File: src/rtl/ram_burst_reader.sv
// Burst read sequencer for a 1-cycle-latency RAM read port: issues one address per
// cycle under a 2-entry credit limit and streams the returned words as valid/ready.
module ram_burst_reader #(
  parameter int WORDS = 256,
  parameter int DW    = 8,
  parameter int AW    = $clog2(WORDS)
) (
  input  logic          clk,
  input  logic          rst_n,
  input  logic          cmd_valid,
  output logic          cmd_ready,
  input  logic [AW-1:0] cmd_addr,
  input  logic [AW-1:0] cmd_len,
  output logic [AW-1:0] ram_addr,
  input  logic [DW-1:0] ram_qout,
  output logic          out_valid,
  input  logic          out_ready,
  output logic [DW-1:0] out_data,
  output logic          out_last,
  output logic          busy
);

  localparam logic [AW-1:0] LAST_ADDR = AW'(WORDS - 1);
  localparam logic [AW:0]   ONE_BEAT  = (AW+1)'(1);

  typedef enum logic {
    IDLE,
    READ
  } state_t;

  state_t        state_q, state_d;
  logic [AW-1:0] addr_ctr_q, addr_ctr_d;
  logic [AW:0]   issue_left_q, issue_left_d;
  logic [AW:0]   pop_left_q, pop_left_d;
  logic          inflight_q;
  logic [DW-1:0] buf_q [2];
  logic          wr_ptr_q, rd_ptr_q;
  logic [1:0]    count_q, count_d;

  logic          cmd_fire, issue, push, pop;
  logic [2:0]    credit_used, credit_limit;

  assign cmd_ready = (state_q == IDLE);
  assign busy      = (state_q == READ);
  assign cmd_fire  = cmd_valid && cmd_ready;
  assign ram_addr  = addr_ctr_q;

  assign out_valid = (count_q != 2'd0);
  assign out_data  = buf_q[rd_ptr_q];
  assign out_last  = out_valid && (pop_left_q == ONE_BEAT);
  assign pop       = out_valid && out_ready;
  assign push      = inflight_q;

  // Credit: buffered + in-flight words after this cycle's pop must stay below 2,
  // written as used < 2 + pop to avoid an unsigned underflow.
  assign credit_used  = {1'b0, count_q} + {2'b00, inflight_q};
  assign credit_limit = 3'd2 + {2'b00, pop};
  assign issue = (state_q == READ) && (issue_left_q != '0) && (credit_used < credit_limit);

  always_comb begin
    state_d      = state_q;
    addr_ctr_d   = addr_ctr_q;
    issue_left_d = issue_left_q;
    pop_left_d   = pop_left_q;
    case (state_q)
      IDLE: begin
        if (cmd_fire) begin
          state_d      = READ;
          addr_ctr_d   = cmd_addr;
          issue_left_d = {1'b0, cmd_len} + ONE_BEAT;
          pop_left_d   = {1'b0, cmd_len} + ONE_BEAT;
        end
      end
      READ: begin
        if (issue) begin
          issue_left_d = issue_left_q - ONE_BEAT;
          addr_ctr_d   = (addr_ctr_q == LAST_ADDR) ? '0 : addr_ctr_q + AW'(1);
        end
        if (pop) begin
          pop_left_d = pop_left_q - ONE_BEAT;
          if (pop_left_q == ONE_BEAT) state_d = IDLE;
        end
      end
      default: state_d = IDLE;
    endcase
  end

  always_comb begin
    count_d = count_q;
    if (push && !pop)      count_d = count_q + 2'd1;
    else if (!push && pop) count_d = count_q - 2'd1;
  end

  always_ff @(posedge clk or negedge rst_n) begin
    if (!rst_n) begin
      state_q      <= IDLE;
      addr_ctr_q   <= '0;
      issue_left_q <= '0;
      pop_left_q   <= '0;
    end else begin
      state_q      <= state_d;
      addr_ctr_q   <= addr_ctr_d;
      issue_left_q <= issue_left_d;
      pop_left_q   <= pop_left_d;
    end
  end

  always_ff @(posedge clk or negedge rst_n) begin
    if (!rst_n) begin
      buf_q[0]   <= '0;
      buf_q[1]   <= '0;
      wr_ptr_q   <= 1'b0;
      rd_ptr_q   <= 1'b0;
      count_q    <= '0;
      inflight_q <= 1'b0;
    end else begin
      inflight_q <= issue;
      if (push) begin
        buf_q[wr_ptr_q] <= ram_qout;
        wr_ptr_q        <= ~wr_ptr_q;
      end
      if (pop) rd_ptr_q <= ~rd_ptr_q;
      count_q <= count_d;
    end
  end

  a_cmd_addr_legal: assert property (@(posedge clk) disable iff (!rst_n)
    cmd_fire |-> (int'(cmd_addr) < WORDS));

endmodule

File: config.mk
export PLATFORM = sky130hd
export DESIGN_NAME = ram_burst_reader
export DESIGN_NICKNAME = d
export VERILOG_FILES = /design/src/rtl/ram_burst_reader.sv
export SDC_FILE = /design/constraint.sdc
export NUM_CORES = 1
export LEC_CHECK = 0
export ABC_AREA = 0
export CAP_MARGIN = 10
export CORE_MARGIN = 4
export CORE_UTILIZATION = 68
export DETAILED_ROUTE_END_ITERATION = 10
export DONT_BUFFER_PORTS = 1
export PLACE_DENSITY = 0.81
export SYNTH_ARGS = -nofsm -noshare
export SYNTH_HDL_FRONTEND = slang
export SYNTH_SLANG_ARGS = --single-unit
File: constraint.sdc
create_clock -name clk -period 5.9 [get_ports clk]
set_input_delay 1.18 -clock clk [delete_from_list [all_inputs] [get_ports clk]]
set_output_delay 1.18 -clock clk [all_outputs]
set_load 0.02 [all_outputs]
## Word level (Yosys, flattened, before mapping)

Cells that the tools add are included.
Widths: inputs -> output; s select.

- Reductions and logical operators: 15
- Eq/ne operators: 5
- Bitwise operators: 5
- Add/subtract/negate cells: 8
- Magnitude comparators: 4
- Multiplexer cells: 21

Operator list:

| operator | count |
|---|---|
| $mux 8 | 7 |
| $pmux 9 s2 | 2 |
| $mux 9 | 3 |
| $sub 9x1->9 const B | 2 |
| $bwmux 16 | 1 |
| $pmux 8 s2 | 1 |
| $add 8x1->9 const B | 1 |
| $eq 9x1->1 const B | 1 |
| $reduce_bool 9->1 | 1 |
| $add 8x1->8 const B | 1 |
| $demux 8 s1 | 1 |
| $eq 8x8->1 const B | 1 |
| $logic_and 1x1->1 | 8 |
| $ne 2x1->1 const B | 3 |
| $ge 2x2->1 const B | 2 |
| $mux 2 | 2 |
| $not 1->2 | 2 |
| $reduce_and 2->1 | 2 |
| $reduce_bool 2->1 | 2 |
| $add 2x1->3 | 1 |
| $add 2x1->3 const A | 1 |
| $lt 3x3->1 | 1 |
| $mux 1 | 3 |
| $not 1->1 | 3 |
| other kinds (5) | 6 |

- Output and inout bits: 20
- Logic and storage cells: 68
- Input port bits: 28
- Flip-flop bits (word level): 48

## Longest topological paths before layout

- Word-level depth: 7
- Mapped depth: 9
- Depth with buffers taken out: 7

## Worst setup path before layout

OpenSTA, ideal clock, no wires.

- Path kind: flip-flop to output port
- Start point: reg pop_left_q[5]
- End point: out out_last
- Stages on the path, launching flop included: 4
- Data arrival time: 1.359 ns
- Path buffers: 0
- Data required time: 4.720 ns
- Slack: 3.361 ns
- Path through: dfrtp_1 nor4_1 nand4b_1 nor2b_1

- Cells in the longest elaborated chain, start to end: 2

Ends and longest elaborated chain:

| item | line | text |
|---|---|---|
| start, declared | 34 | `logic [AW:0] pop_left_q, pop_left_d;` |
| start signal, assigned | 104 | `pop_left_q <= pop_left_d;` |
| $eq 9x1->1 | 50 | `assign out_last = out_valid && (pop_left_q == ONE_BEAT);` |
| $logic_and 1x1->1 | 50 |  |
| end, declared | 19 | `output logic out_last,` |

No other way between the ends.

## Worst setup path after layout

Ends and elaborated chain as after synthesis.

==> impl_metrics.env <==
export IMPL_syn_area_per_cell_um2=10.1
export IMPL_worst_setup_path_start_kind="flop"
export IMPL_ys_seq_area_frac=0.447
export IMPL_syn_to_final_growth_pct=4.79
export IMPL_first_global_vias=1883
export IMPL_rsz0062_at_grt="no"
export IMPL_netlist_top_cells_count="dfrtp_1, mux2_2, nand2_1"
export IMPL_regArea_um2=1200
export IMPL_slew_viol_final=0
export IMPL_die_area_um2=5030
export IMPL_postCtsSetupRepairBufs=0
export IMPL_diodes=0
export IMPL_multi_input_area_um2=1400
export IMPL_place_gp_congestion=0.819
export IMPL_synth_async_reset_ratio=1.00
export IMPL_dp_hpwl_um=3810
export IMPL_period_share=0.533
export IMPL_synth_edf_count=0
export IMPL_crit_type="reg2out"
export IMPL_relSlewSlack=0.393
export IMPL_syn_area_um2=2690
export IMPL_fp_dieW_um=70.9
export IMPL_clock_path_buffers=2
export IMPL_antenna_found_initial=0
export IMPL_cts_tree="yes"
export IMPL_postCtsResizedCells=0
export IMPL_cp_arrival_ns=1.97
export IMPL_wl_per_cell_um=17.3
export IMPL_cts_sinks=48
export IMPL_synth_most_common_cell="dfrtp_1"
export IMPL_vdd_drop_max_v=0.000322
export IMPL_drt_iter0_markers=139
export IMPL_grt_max_degree=49
export IMPL_fin_skew_ns=0.00738
export IMPL_synth_top_area_share=0.447
export IMPL_status="finished, final reports clean"
export IMPL_nFillCells=302
export IMPL_synth_seq_cells=48
export IMPL_p_leak_nw=1.16
export IMPL_synthTopCellsByArea="dfrtp_1, mux2_2, ha_1"
export IMPL_hold_viol=0
export IMPL_ys_types=48
export IMPL_worstPathRequired_ns=4.72
export IMPL_clkSlewWorstSetupHoldPaths_ns=0.08
export IMPL_syn_num_nets=303
export IMPL_nNetsFinal=299
export IMPL_ctsHoldBuffers=0
export IMPL_hp_class="reg2reg"
export IMPL_first_pass_iters=5
export IMPL_fp_dieH_um=70.9
export IMPL_synth_top_area_cell="dfrtp_1"
export IMPL_drt_total_wl_um=5400
export IMPL_min_period_ns=3.15
export IMPL_post_route_drc_count=0
export IMPL_root_buffer="clkbuf_8"
export IMPL_ios=48
export IMPL_post_route_cells_drive_above_1_share=0.148
export IMPL_grt_overflow_total=0
export IMPL_finalPower_mw=1.59
export IMPL_path_max_fanout=5
export IMPL_finalSetupViolCount=0
export IMPL_timing_fmax_mhz=318
export IMPL_io_buffers=0
export IMPL_grt_first_pass_wirelength_um=9160
export IMPL_grtUsageTotal=0.228
export IMPL_cp_end_kind="primary output"
export IMPL_power_density_nw_per_um2=563
export IMPL_vias_per_cell=6.32
export IMPL_post_route_util=0.753
export IMPL_row_count=22
export IMPL_tightest_slew_ns=0.911
export IMPL_drv_cap=0
export IMPL_postSynthCellCount=267
export IMPL_num_vias=1972
export IMPL_yosys_warnings=0
export IMPL_initial_core_util=0.719
export IMPL_setup_tns_ns=0
export IMPL_worstSkewPairLatency_ns=0.30
export IMPL_core_um2=3740
export IMPL_ant_nets=0
export IMPL_synth_main_ff_cell="dfrtp_1"
export IMPL_cts_buffers=5
export IMPL_htreeDepth=2
==> sequential cells by signal, indices dropped and copies added (netlist names) <==
register,count
busy,1
wr_ptr_q,1
issue_left_q,9
ram_addr,8
count_q,2
pop_left_q,9
rd_ptr_q,1
buf_q,16
inflight_q,1
==> critical path, cell delays in order, from the launching register on <==
cell,delay (ns)
dfrtp_1,0.44
nor4_1,0.61
nand4b_1,0.24
nor2b_1,0.39
==> final cells by class <==
class	count	area share
inverter	9	0.0120
multi-input combinational	198	0.495
clock buffer	6	0.0293
timing repair buffer	1	0.00266
sequential	48	0.426
clock inverter	2	0.0138
tap	48	0.0213
==> power breakdown <==
part | internal, mW | total (mW) | switching [mW]
clock | 0.139 | 0.246 | 0.108
combinational | 0.312 | 0.675 | 0.363
sequential | 0.483 | 0.666 | 0.183
==> worst paths after layout <==
check	from	endpoint	slack (ns)	depth (start not counted)
worst max-delay path	pop_left_q[5]$_DFFE_PN0P_	out_last	2.75	3
worst min-delay path	issue_left_q[8]$_DFFE_PN0P_	issue_left_q[8]$_DFFE_PN0P_	0.49	1
min in group asynchronous	rst_n	pop_left_q[7]$_DFFE_PN0P_	0.56	0
worst min register to register	issue_left_q[8]$_DFFE_PN0P_	issue_left_q[8]$_DFFE_PN0P_	0.49	1
worst max register to register	issue_left_q[0]$_DFFE_PN0P_	issue_left_q[3]$_DFFE_PN0P_	2.97	7
max in group asynchronous	rst_n	buf_q[15]$_DFFE_PN0P_	5.25	0
==> through the flow <==
stage,cell area (um^2),std cells,hold slack [ns],worst slack [ns]
3_5_place_dp,2700,304,0.481,2.92
6_report,2820,312,0.493,2.75
2_1_floorplan,2690,267,0.451,3.36
3_3_place_gp,2700,304,0.469,2.98
5_1_grt,2820,312,0.516,2.68
4_1_cts,2820,312,0.497,2.77
==> cell usage in the layout (no fill, tap or decap), types with 2 or more instances in the layout <==
cell	n
a21o_1	4
a21oi_1	12
a221o_1	5
a311oi_1	2
and3_1	3
clkbuf_8	6
dfrtp_1	48
ha_1	8
inv_1	9
mux2_1	2
mux2_2	24
mux2i_1	4
nand2_1	24
nand3_1	9
nand3b_1	2
nor2_1	17
nor2b_1	5
nor3_1	13
nor4b_1	2
o21ai_0	12
o21ai_1	9
o22ai_1	2
o311ai_0	2
o32ai_1	2
or2_2	2
or3_1	3
xnor2_1	7
xor2_1	6
==> cells by family after synthesis <==
logic type | count (synthesis) | share of synthesized area
simple gates | 86 | 0.161
fa+ha+maj | 8 | 0.0372
flops | 48 | 0.447
mux | 30 | 0.124
compound gates | 61 | 0.154
xor+xnor | 13 | 0.0423
buf+inv | 21 | 0.0349
==> routing by layer <==
metal,vias up,wire [um],track usage
met2,53,2600,0.357
met1,950,2470,0.319
met5,-,0,0
met3,6,276,0.0554
li1,963,-,-
met4,0,50,0.0626
Power figures use the tool's default switching activity.
